$ cat src/rtl/dsp_pkg.sv
// Shared definitions for the FIR tap sequencer: default widths, FSM states and
// width helpers used to size ports and localparams.
package dsp_pkg;

  localparam int DATA_WIDTH_DEF = 16;

  typedef enum logic [2:0] {
    IDLE,
    CLR,
    START,
    WAIT,
    NEXT,
    OUT
  } fir_state_t;

  // Index width that never collapses to zero bits.
  function automatic int idx_width(input int n);
    return (n > 1) ? $clog2(n) : 1;
  endfunction

  // Enough headroom to add `taps` full-width products without overflow.
  function automatic int sum_width(input int dw, input int taps);
    return 2 * dw + $clog2(taps);
  endfunction

endpackage

$ cat src/rtl/fir_delay_line.sv
// Circular sample buffer: one write per accepted sample, combinational read of
// x[n-k] addressed by tap index k relative to the most recent write.
module fir_delay_line
  import dsp_pkg::*;
#(
  parameter int DATA_WIDTH = DATA_WIDTH_DEF,
  parameter int TAPS       = 4,
  localparam int AW        = idx_width(TAPS)
) (
  input  logic                  clk,
  input  logic                  rst,
  input  logic                  wr_en,
  input  logic [DATA_WIDTH-1:0] wr_data,
  input  logic [AW-1:0]         tap,
  output logic [DATA_WIDTH-1:0] rd_data
);

  logic [DATA_WIDTH-1:0] mem_reg [TAPS];
  logic [AW-1:0]         wr_ptr_reg;
  logic [AW:0]           rd_sum;
  logic [AW:0]           rd_idx;

  // (wr_ptr - 1 - tap) mod TAPS without a divider; works for any TAPS.
  always_comb begin
    rd_sum = {1'b0, wr_ptr_reg} + (AW+1)'(TAPS - 1) - {1'b0, tap};
    rd_idx = (rd_sum >= (AW+1)'(TAPS)) ? rd_sum - (AW+1)'(TAPS) : rd_sum;
  end

  assign rd_data = mem_reg[rd_idx[AW-1:0]];

  always_ff @(posedge clk) begin
    if (!rst) begin
      wr_ptr_reg <= '0;
      for (int i = 0; i < TAPS; i++) mem_reg[i] <= '0;
    end else if (wr_en) begin
      mem_reg[wr_ptr_reg] <= wr_data;
      wr_ptr_reg <= (wr_ptr_reg == AW'(TAPS - 1)) ? '0 : wr_ptr_reg + AW'(1);
    end
  end

endmodule

$ cat src/rtl/fir_tap_sequencer.sv
// Drives an external shift-add MAC once per tap and accumulates the products
// into one unsigned FIR output per accepted sample.
module fir_tap_sequencer
  import dsp_pkg::*;
#(
  parameter int DATA_WIDTH = DATA_WIDTH_DEF,
  parameter int TAPS       = 4,
  parameter int TIMEOUT    = 64,
  localparam int AW        = idx_width(TAPS),
  localparam int SUM_WIDTH = sum_width(DATA_WIDTH, TAPS)
) (
  input  logic                    clk,
  input  logic                    rst,
  input  logic                    in_valid,
  output logic                    in_ready,
  input  logic [DATA_WIDTH-1:0]   in_data,
  input  logic                    coef_we,
  input  logic [AW-1:0]           coef_addr,
  input  logic [DATA_WIDTH-1:0]   coef_data,
  output logic                    out_valid,
  input  logic                    out_ready,
  output logic [SUM_WIDTH-1:0]    out_data,
  output logic                    err,
  output logic                    mac_clr,
  output logic                    mac_start,
  output logic [DATA_WIDTH-1:0]   mac_a,
  output logic [DATA_WIDTH-1:0]   mac_b,
  input  logic                    mac_done,
  input  logic [2*DATA_WIDTH-1:0] mac_acc
);

  localparam int TW = $clog2(TIMEOUT + 1);

  fir_state_t            state_reg, state_next;
  logic [AW-1:0]         tap_reg;
  logic [TW-1:0]         timer_reg;
  logic [SUM_WIDTH-1:0]  sum_reg;
  logic                  err_reg;
  logic [DATA_WIDTH-1:0] mac_a_reg, mac_b_reg;
  logic [DATA_WIDTH-1:0] coef_mem [TAPS];
  logic [DATA_WIDTH-1:0] sample;
  logic                  accept;
  logic                  timed_out;
  logic                  last_tap;

  assign accept    = (state_reg == IDLE) && in_valid;
  assign timed_out = (timer_reg == TW'(TIMEOUT - 1));
  assign last_tap  = (tap_reg == AW'(TAPS - 1));

  fir_delay_line #(
    .DATA_WIDTH (DATA_WIDTH),
    .TAPS       (TAPS)
  ) u_delay (
    .clk     (clk),
    .rst     (rst),
    .wr_en   (accept),
    .wr_data (in_data),
    .tap     (tap_reg),
    .rd_data (sample)
  );

  // Coefficients change only between samples; a write in the accept cycle
  // lands before CLR reads it, so it applies to that very sample.
  always_ff @(posedge clk) begin
    if (!rst) begin
      for (int i = 0; i < TAPS; i++) coef_mem[i] <= '0;
    end else if (state_reg == IDLE && coef_we && 32'(coef_addr) < TAPS) begin
      coef_mem[coef_addr] <= coef_data;
    end
  end

  always_ff @(posedge clk) begin
    if (!rst) state_reg <= IDLE;
    else      state_reg <= state_next;
  end

  always_comb begin
    state_next = state_reg;
    in_ready   = 1'b0;
    out_valid  = 1'b0;
    mac_clr    = 1'b0;
    mac_start  = 1'b0;
    case (state_reg)
      IDLE: begin
        in_ready = 1'b1;
        if (in_valid) state_next = CLR;
      end
      CLR: begin
        mac_clr    = 1'b1;
        state_next = START;
      end
      START: begin
        mac_start  = 1'b1;
        state_next = WAIT;
      end
      WAIT:    if (mac_done || timed_out) state_next = NEXT;
      NEXT:    state_next = last_tap ? OUT : CLR;
      OUT: begin
        out_valid = 1'b1;
        if (out_ready) state_next = IDLE;
      end
      default: state_next = IDLE;
    endcase
  end

  // Operands are latched in CLR so they stay put from START through WAIT.
  always_ff @(posedge clk) begin
    if (!rst) begin
      tap_reg   <= '0;
      timer_reg <= '0;
      sum_reg   <= '0;
      err_reg   <= 1'b0;
      mac_a_reg <= '0;
      mac_b_reg <= '0;
    end else begin
      case (state_reg)
        IDLE: begin
          if (in_valid) begin
            tap_reg <= '0;
            sum_reg <= '0;
          end
        end
        CLR: begin
          mac_a_reg <= sample;
          mac_b_reg <= coef_mem[tap_reg];
          timer_reg <= '0;
        end
        WAIT: begin
          if (mac_done)       sum_reg   <= sum_reg + SUM_WIDTH'(mac_acc);
          else if (timed_out) err_reg   <= 1'b1;
          else                timer_reg <= timer_reg + TW'(1);
        end
        NEXT: begin
          if (!last_tap) tap_reg <= tap_reg + AW'(1);
        end
        default: ;
      endcase
    end
  end

  assign out_data = sum_reg;
  assign err      = err_reg;
  assign mac_a    = mac_a_reg;
  assign mac_b    = mac_b_reg;

endmodule

$ cat config.mk
export PLATFORM = sky130hd
export DESIGN_NAME = fir_tap_sequencer
export DESIGN_NICKNAME = d
export VERILOG_FILES = /design/src/rtl/dsp_pkg.sv /design/src/rtl/fir_delay_line.sv /design/src/rtl/fir_tap_sequencer.sv
export SDC_FILE = /design/constraint.sdc
export NUM_CORES = 1
export LEC_CHECK = 0
export CORE_UTILIZATION = 55
export DETAILED_ROUTE_END_ITERATION = 6
export PLACE_DENSITY = 0.92
export SLEW_MARGIN = 10
export SYNTH_ARGS = -nofsm -noshare
export SYNTH_HDL_FRONTEND = slang
export SYNTH_SLANG_ARGS = --single-unit
$ cat constraint.sdc
create_clock -name clk -period 5.1 [get_ports clk]
set_clock_uncertainty 0.1 [all_clocks]
set_input_delay 1.53 -clock clk [delete_from_list [all_inputs] [get_ports clk]]
set_output_delay 1.53 -clock clk [all_outputs]
set_load 0.02 [all_outputs]
==> results of run 1 <==
## stage by stage
step                      std cells  area, um2  power, mW
after floorplan                 948      10440      2.374
after global placement         1290      12090      2.621
after detailed placement       1290      12090      2.645
after CTS                      1329      12770      4.160
after global routing           1329      12770      4.292
final                          1329      12770      4.141
## worst max-delay path by stage
stage | start | endpoint | slack (ns)
final | mac_acc[0] | out_data[26] | 0.86
after global routing | mac_acc[0] | out_data[22] | 0.71
after CTS | mac_acc[8] | out_data[33] | 0.98
after detailed placement | mac_acc[8] | out_data[33] | 0.47
after global placement | mac_acc[8] | out_data[33] | 0.50
after floorplan | mac_acc[6] | out_data[33] | 1.13
## power by group
| group | internal, mW | switching, mW |
|---|---|---|
| combinational | 0.292 | 0.365 |
| sequential | 1.91 | 0.0501 |
| clock | 0.884 | 0.643 |
| total | 3.08 | 1.06 |
## critical path, delay by kind of cell
kind	cells	cell delay [ns]
compound gates	6	1.49
xor+xnor	1	0.20
fa+ha+maj	2	0.57
buf+inv	2	0.52
simple gates	1	0.19
## cells by family (layout without fill, tap and decap cells)
logic type                 count (synthesis)  in the layout  synth area share (%)
AOI/OAI and AO/OA                        182            182                 11.47
xor gates and xnor gates                  32             32                 2.684
adders and majority gates                 37             37                 4.505
buffers and inverters                     62            209                 2.228
DFF                                      209            209                 52.33
muxes                                     35             35                 7.188
and+or+nand+nor                          391            391                 19.60
## cell type report
class | count | share of cell area [%]
flip-flops and latches | 209 | 42.81
multi-input cells | 677 | 37.17
repair buffers | 158 | 12.03
clock buffers | 27 | 4.704
well taps | 234 | 2.293
clock inverters | 12 | 0.6370
inverters | 12 | 0.3528
## metal layers
layer | up-vias | track usage (%)
met1 | 3720 | 32.40
met3 | 69 | 3.751
met5 | - | 0
met2 | 348 | 45.24
li1 | 3676 | -
met4 | 0 | 9.890
## placed cells by master, fill, tap and decap left out, types with 3 or more instances in the layout
master	count
a211oi_1	3
a21boi_0	39
a21o_1	14
a21oi_1	37
a22oi_1	10
a31oi_1	4
and2_1	134
and3_1	6
buf_4	16
clkbuf_1	3
clkbuf_16	23
clkdlybuf4s50_1	141
clkinv_1	3
clkinv_2	8
dfxtp_1	81
edfxtp_1	128
ha_1	36
inv_1	12
mux2i_1	3
mux4_2	32
nand2_1	125
nand2b_1	11
nand3_1	19
nand4_1	7
nor2_1	34
nor2b_1	19
nor3_1	11
nor3b_1	11
o21a_1	6
o21ai_0	43
o21bai_1	3
or3_1	5
xnor2_1	18
xor2_1	14
==> results_dict.tcl, run 1 <==
set metrics [dict create \
    status "complete, no violations" \
    cts_made_buffers 22 \
    yosys_warnings 0 \
    maxCapViolCount 0 \
    drc 0 \
    maxSlewHeadroom_pct 31.08 \
    post-route-util_pct 68.48 \
    synth_area_leaders "edfxtp_1 37%, dfxtp_1 16%, and2_1 8.0%" \
    clock_sinks 209 \
    slowest_stage "o21ai_0" \
    synth.distinct_cells 56 \
    wl_um 24750 \
    p_per_area_nw_per_um2 324.3 \
    netlist.area_leader.share_pct 36.80 \
    place_ws_ns 0.4714 \
    die_h_um 139.8 \
    p_leak_nw 4.866 \
    antenna_found_initial 0 \
    die_width_um 139.8 \
    clk_pin_slew_ns 0.06 \
    die_area_um2 19540 \
    r2r_start "out_data[0]" \
    drtIter0Drc 541 \
    cp_data_arrival_time_ns 4.49 \
    hold-worst-slack_ns 0.3601 \
    wl_per_cell_um 18.62 \
    synthFlopType "edfxtp_1" \
    critPathKind "in -> reg" \
    dpl.hpwl_um 16290 \
    fin_crit_ns 4.236 \
    clk_latency_ns 0.50 \
    maxSlewViolCount 0 \
    drt_pass1_iterations 5 \
    synth_edf_count 128 \
    syn_nets 1057 \
    met3_length_um 1721 \
    avgSynthCellArea_um2 11.02 \
    worst_r2r_path_depth 11 \
    vdd_drop_max_uv 254.9 \
    grt_overflow 0 \
    yosysSeqAreaShare_pct 52.33 \
    top_layer "met4" \
    netlist_top_cells_count "134 x and2_1, 128 x edfxtp_1, 125 x nand2_1" \
    grt_pass1_vias 7784 \
    finalHoldViolCount 0 \
    rrSetupSlack_ns 1.99 \
    tightest_slew_ns 1.034 \
    clock_path_buffers 3 \
    async_reset_ff_share_pct 0 \
    h-tree-depth 1 \
    netlist_area_um2 10440 \
    timing.setup.tns_ns 0 \
    period_share_pct 83.05 \
    fillers 1334 \
    grt_use_total_pct 25.84 \
    multi_input_comb_area_um2 4746 \
    ctsRootBufferMaster "clkbuf_16" \
    regArea_um2 5465 \
    ys_ff_latch 209 \
    grt_max_degree 54 \
    yosysTopAreaCell "edfxtp_1" \
    vias 7813 \
    pin_count 143 \
    start_util_pct 56.02 \
    postCtsSetupRepairBufs 0 \
    cp-end-kind "flop" \
    synth_cells 948 \
    cp_slowest_stage_delay_ns 0.58 \
    cp_max_fo 4 \
    crit_path_start_kind "input pin" \
    cts_tree "built" \
    hold_depth 2 \
    syn_to_final_growth_pct 22.25 \
    grt_first_pass_wirelength_um 39860 \
    globalplace.congestion 0.9414 \
    hold_start "mac_a[1]" \
    hold_buffers 0 \
    routed_via_density 5.879 \
    yosysMostFrequentCell "and2_1" \
    wl_met2_um 12300 \
    portBuffers 142 \
    path_common_cell "o21ai_0" \
    fmax_mhz 236.1 \
    rows 50 \
    cts_resized 0 \
    coreArea_um2 18640 \
    setup_viol 0 \
    worstHoldEndpoint "mac_a[1]" \
    drive_above_1_share_pct 8.037 \
    setup_slack_ns 0.8644 \
    n_antenna_cell 0 \
    min_path_type "reg -> reg" \
    reg2reg_to "out_data[26]" \
    rsz0062_at_grt "false" \
    wl_met1_um 9954 \
    crit_path_cell_trace "clkdlybuf4s50_1, ha_1, inv_1, fa_1, nor2b_1, o31ai_1, a21oi_1, o21ai_0, o21ai_0, a21boi_0, xnor2_1, o21ai_0" \
    cp.required_ns 5.36 \
    drtAntennaViolNets 0 \
    fin_nets 1189 \
]
(Power assumes the default switching activity.)
==> run 2, diff against run 1 <==
==> constraint.sdc (replaced) <==
create_clock -name clk -period 4.1 [get_ports clk]
set_clock_uncertainty 0.1 [all_clocks]
set_input_delay 1.23 -clock clk [delete_from_list [all_inputs] [get_ports clk]]
set_output_delay 1.23 -clock clk [all_outputs]
set_load 0.02 [all_outputs]
==> results_dict.tcl, run 2 (synthesis gave the netlist of run 1 again) <==
set metrics [dict create \
    r2r_start "out_data[8]" \
    antenna_found_initial 0 \
    hold_depth 2 \
    min_path_type "reg -> reg" \
    post-route-util_pct 70.96 \
    pin_count 143 \
    grt_overflow 0 \
    rows 50 \
    p_leak_nw 5.103 \
    fillers 1275 \
    grt_max_degree 43 \
    setup_slack_ns 0.3444 \
    globalplace.congestion 0.9508 \
    wl_per_cell_um 18.22 \
    rrSetupSlack_ns 1.17 \
    vdd_drop_max_uv 388.4 \
    worstHoldEndpoint "mac_a[5]" \
    routed_via_density 5.762 \
    period_share_pct 91.60 \
    hold-worst-slack_ns 0.3647 \
    maxSlewViolCount 0 \
    cp_data_arrival_time_ns 4.02 \
    die_width_um 139.8 \
    rsz0062_at_grt "false" \
    die_area_um2 19540 \
    h-tree-depth 1 \
    n_antenna_cell 0 \
    cp_max_fo 3 \
    crit_path_start_kind "input pin" \
    cp-end-kind "flop" \
    drc 0 \
    drt_pass1_iterations 7 \
    place_ws_ns -0.1739 \
    syn_to_final_growth_pct 26.67 \
    portBuffers 142 \
    drive_above_1_share_pct 11.48 \
    reg2reg_to "out_data[29]" \
    timing.setup.tns_ns 0 \
    maxSlewHeadroom_pct 32.29 \
    ctsRootBufferMaster "clkbuf_16" \
    grt_first_pass_wirelength_um 40050 \
    postCtsSetupRepairBufs 0 \
    dpl_cell_area_um2 12360 \
    cp.required_ns 4.37 \
    fmax_mhz 266.3 \
    fin_nets 1225 \
    die_h_um 139.8 \
    clock_sinks 209 \
    clk_latency_ns 0.52 \
    vias 7871 \
    clock_path_buffers 3 \
    p_per_area_nw_per_um2 424.3 \
    grt_pass1_vias 8026 \
    cts_tree "built" \
    hold_start "mac_a[5]" \
    drtIter0Drc 543 \
    tightest_slew_ns 1.014 \
    finalHoldViolCount 0 \
    drtAntennaViolNets 0 \
    worst_r2r_path_depth 10 \
    grt_use_total_pct 26.00 \
    hold_buffers 0 \
    post-route-cell-area_um2 13230 \
    status "complete, no violations" \
    fin_crit_ns 3.756 \
    setup_viol 0 \
    coreArea_um2 18640 \
    final_cell_mix "141 x clkdlybuf4s50_1, 134 x and2_1, 128 x edfxtp_1" \
    dpl.hpwl_um 17190 \
    layout_commonest_cell "clkdlybuf4s50_1" \
    cts_made_buffers 22 \
    maxCapViolCount 0 \
    wl_um 24890 \
    clk_pin_slew_ns 0.06 \
    cts_resized 0 \
    start_util_pct 56.02 \
    critPathKind "in -> reg" \
]
## run 2: cell types whose count changed in the layout (fill, tap and decap cells not counted)
cell	change
bufinv_16	+6
clkinv_2	-6
clkinv_1	-3
clkinvlp_4	+4
inv_6	+1
clkbuf_1	-2
clkinv_16	+1
clkinvlp_2	+1
buf_4	+36
clkbuf_8	-1
## run 2: per-stage QoR
step / cells / power, mW
after global placement: 1326 / 3.288
final: 1366 / 5.614
after detailed placement: 1326 / 3.317
after CTS: 1366 / 5.645
after floorplan: 948 / 2.952
after global routing: 1366 / 5.805
## run 2: area by class of cell
cell class,instances,area (um2),area share [%]
Inverter,12,45.04,0.3405
Timing Repair Buffer,194,1807,13.66
Sequential cell,209,5465,41.31
Multi-Input combinational cell,677,4746,35.87
Clock buffer,24,579.3,4.379
Clock inverter,16,294.0,2.223
Tap cell,234,292.8,2.213
## run 2: critical path, cell delays in order
cell and delay (ns):
clkdlybuf4s50_1 0.46, ha_1 0.35, nand4_1 0.12, or2_1 0.26, a2111o_1 0.38, and4b_4 0.20
or4b_4 0.50, buf_4 0.16, o21bai_1 0.16, xnor2_1 0.13, o21ai_0 0.08
## run 2: worst max-delay path by stage
stage	startpoint	end	slack, ns	cells past startpoint
final	mac_acc[8]	out_data[29]	0.34	11
after global routing	mac_acc[8]	out_data[29]	0.22	11
after CTS	mac_acc[8]	out_data[29]	0.36	11
after detailed placement	mac_acc[8]	out_data[29]	-0.17	11
after global placement	mac_acc[8]	out_data[29]	-0.14	11
after floorplan	mac_acc[6]	out_data[33]	0.43	9
## run 2: power breakdown
group          switching, mW  leakage (nW)  internal (mW)
Combinational          0.455          2.71          0.385
Sequential            0.0654          1.98           2.37
Clock                  0.858         0.408           1.48
Total                   1.38          5.10           4.24
## run 2: layer usage
layer	up-vias	GRT usage, %	wire length (um)
met5	-	0	0
met4	0	10.01	782
met3	51	4.129	1584
met2	295	45.34	12340
met1	3779	32.46	10180
li1	3746	-	-
==> run 3, diff against run 2 <==
--- a/config.mk
+++ b/config.mk
@@ -8,6 +8,7 @@
 export CORE_UTILIZATION = 55
 export DETAILED_ROUTE_END_ITERATION = 6
 export PLACE_DENSITY = 0.92
+export SKIP_CTS_REPAIR_TIMING = 1
 export SLEW_MARGIN = 10
 export SYNTH_ARGS = -nofsm -noshare
 export SYNTH_HDL_FRONTEND = slang
==> results of run 3 <==
Same layout as run 2: the final DEF is identical, and so are final timing and power.
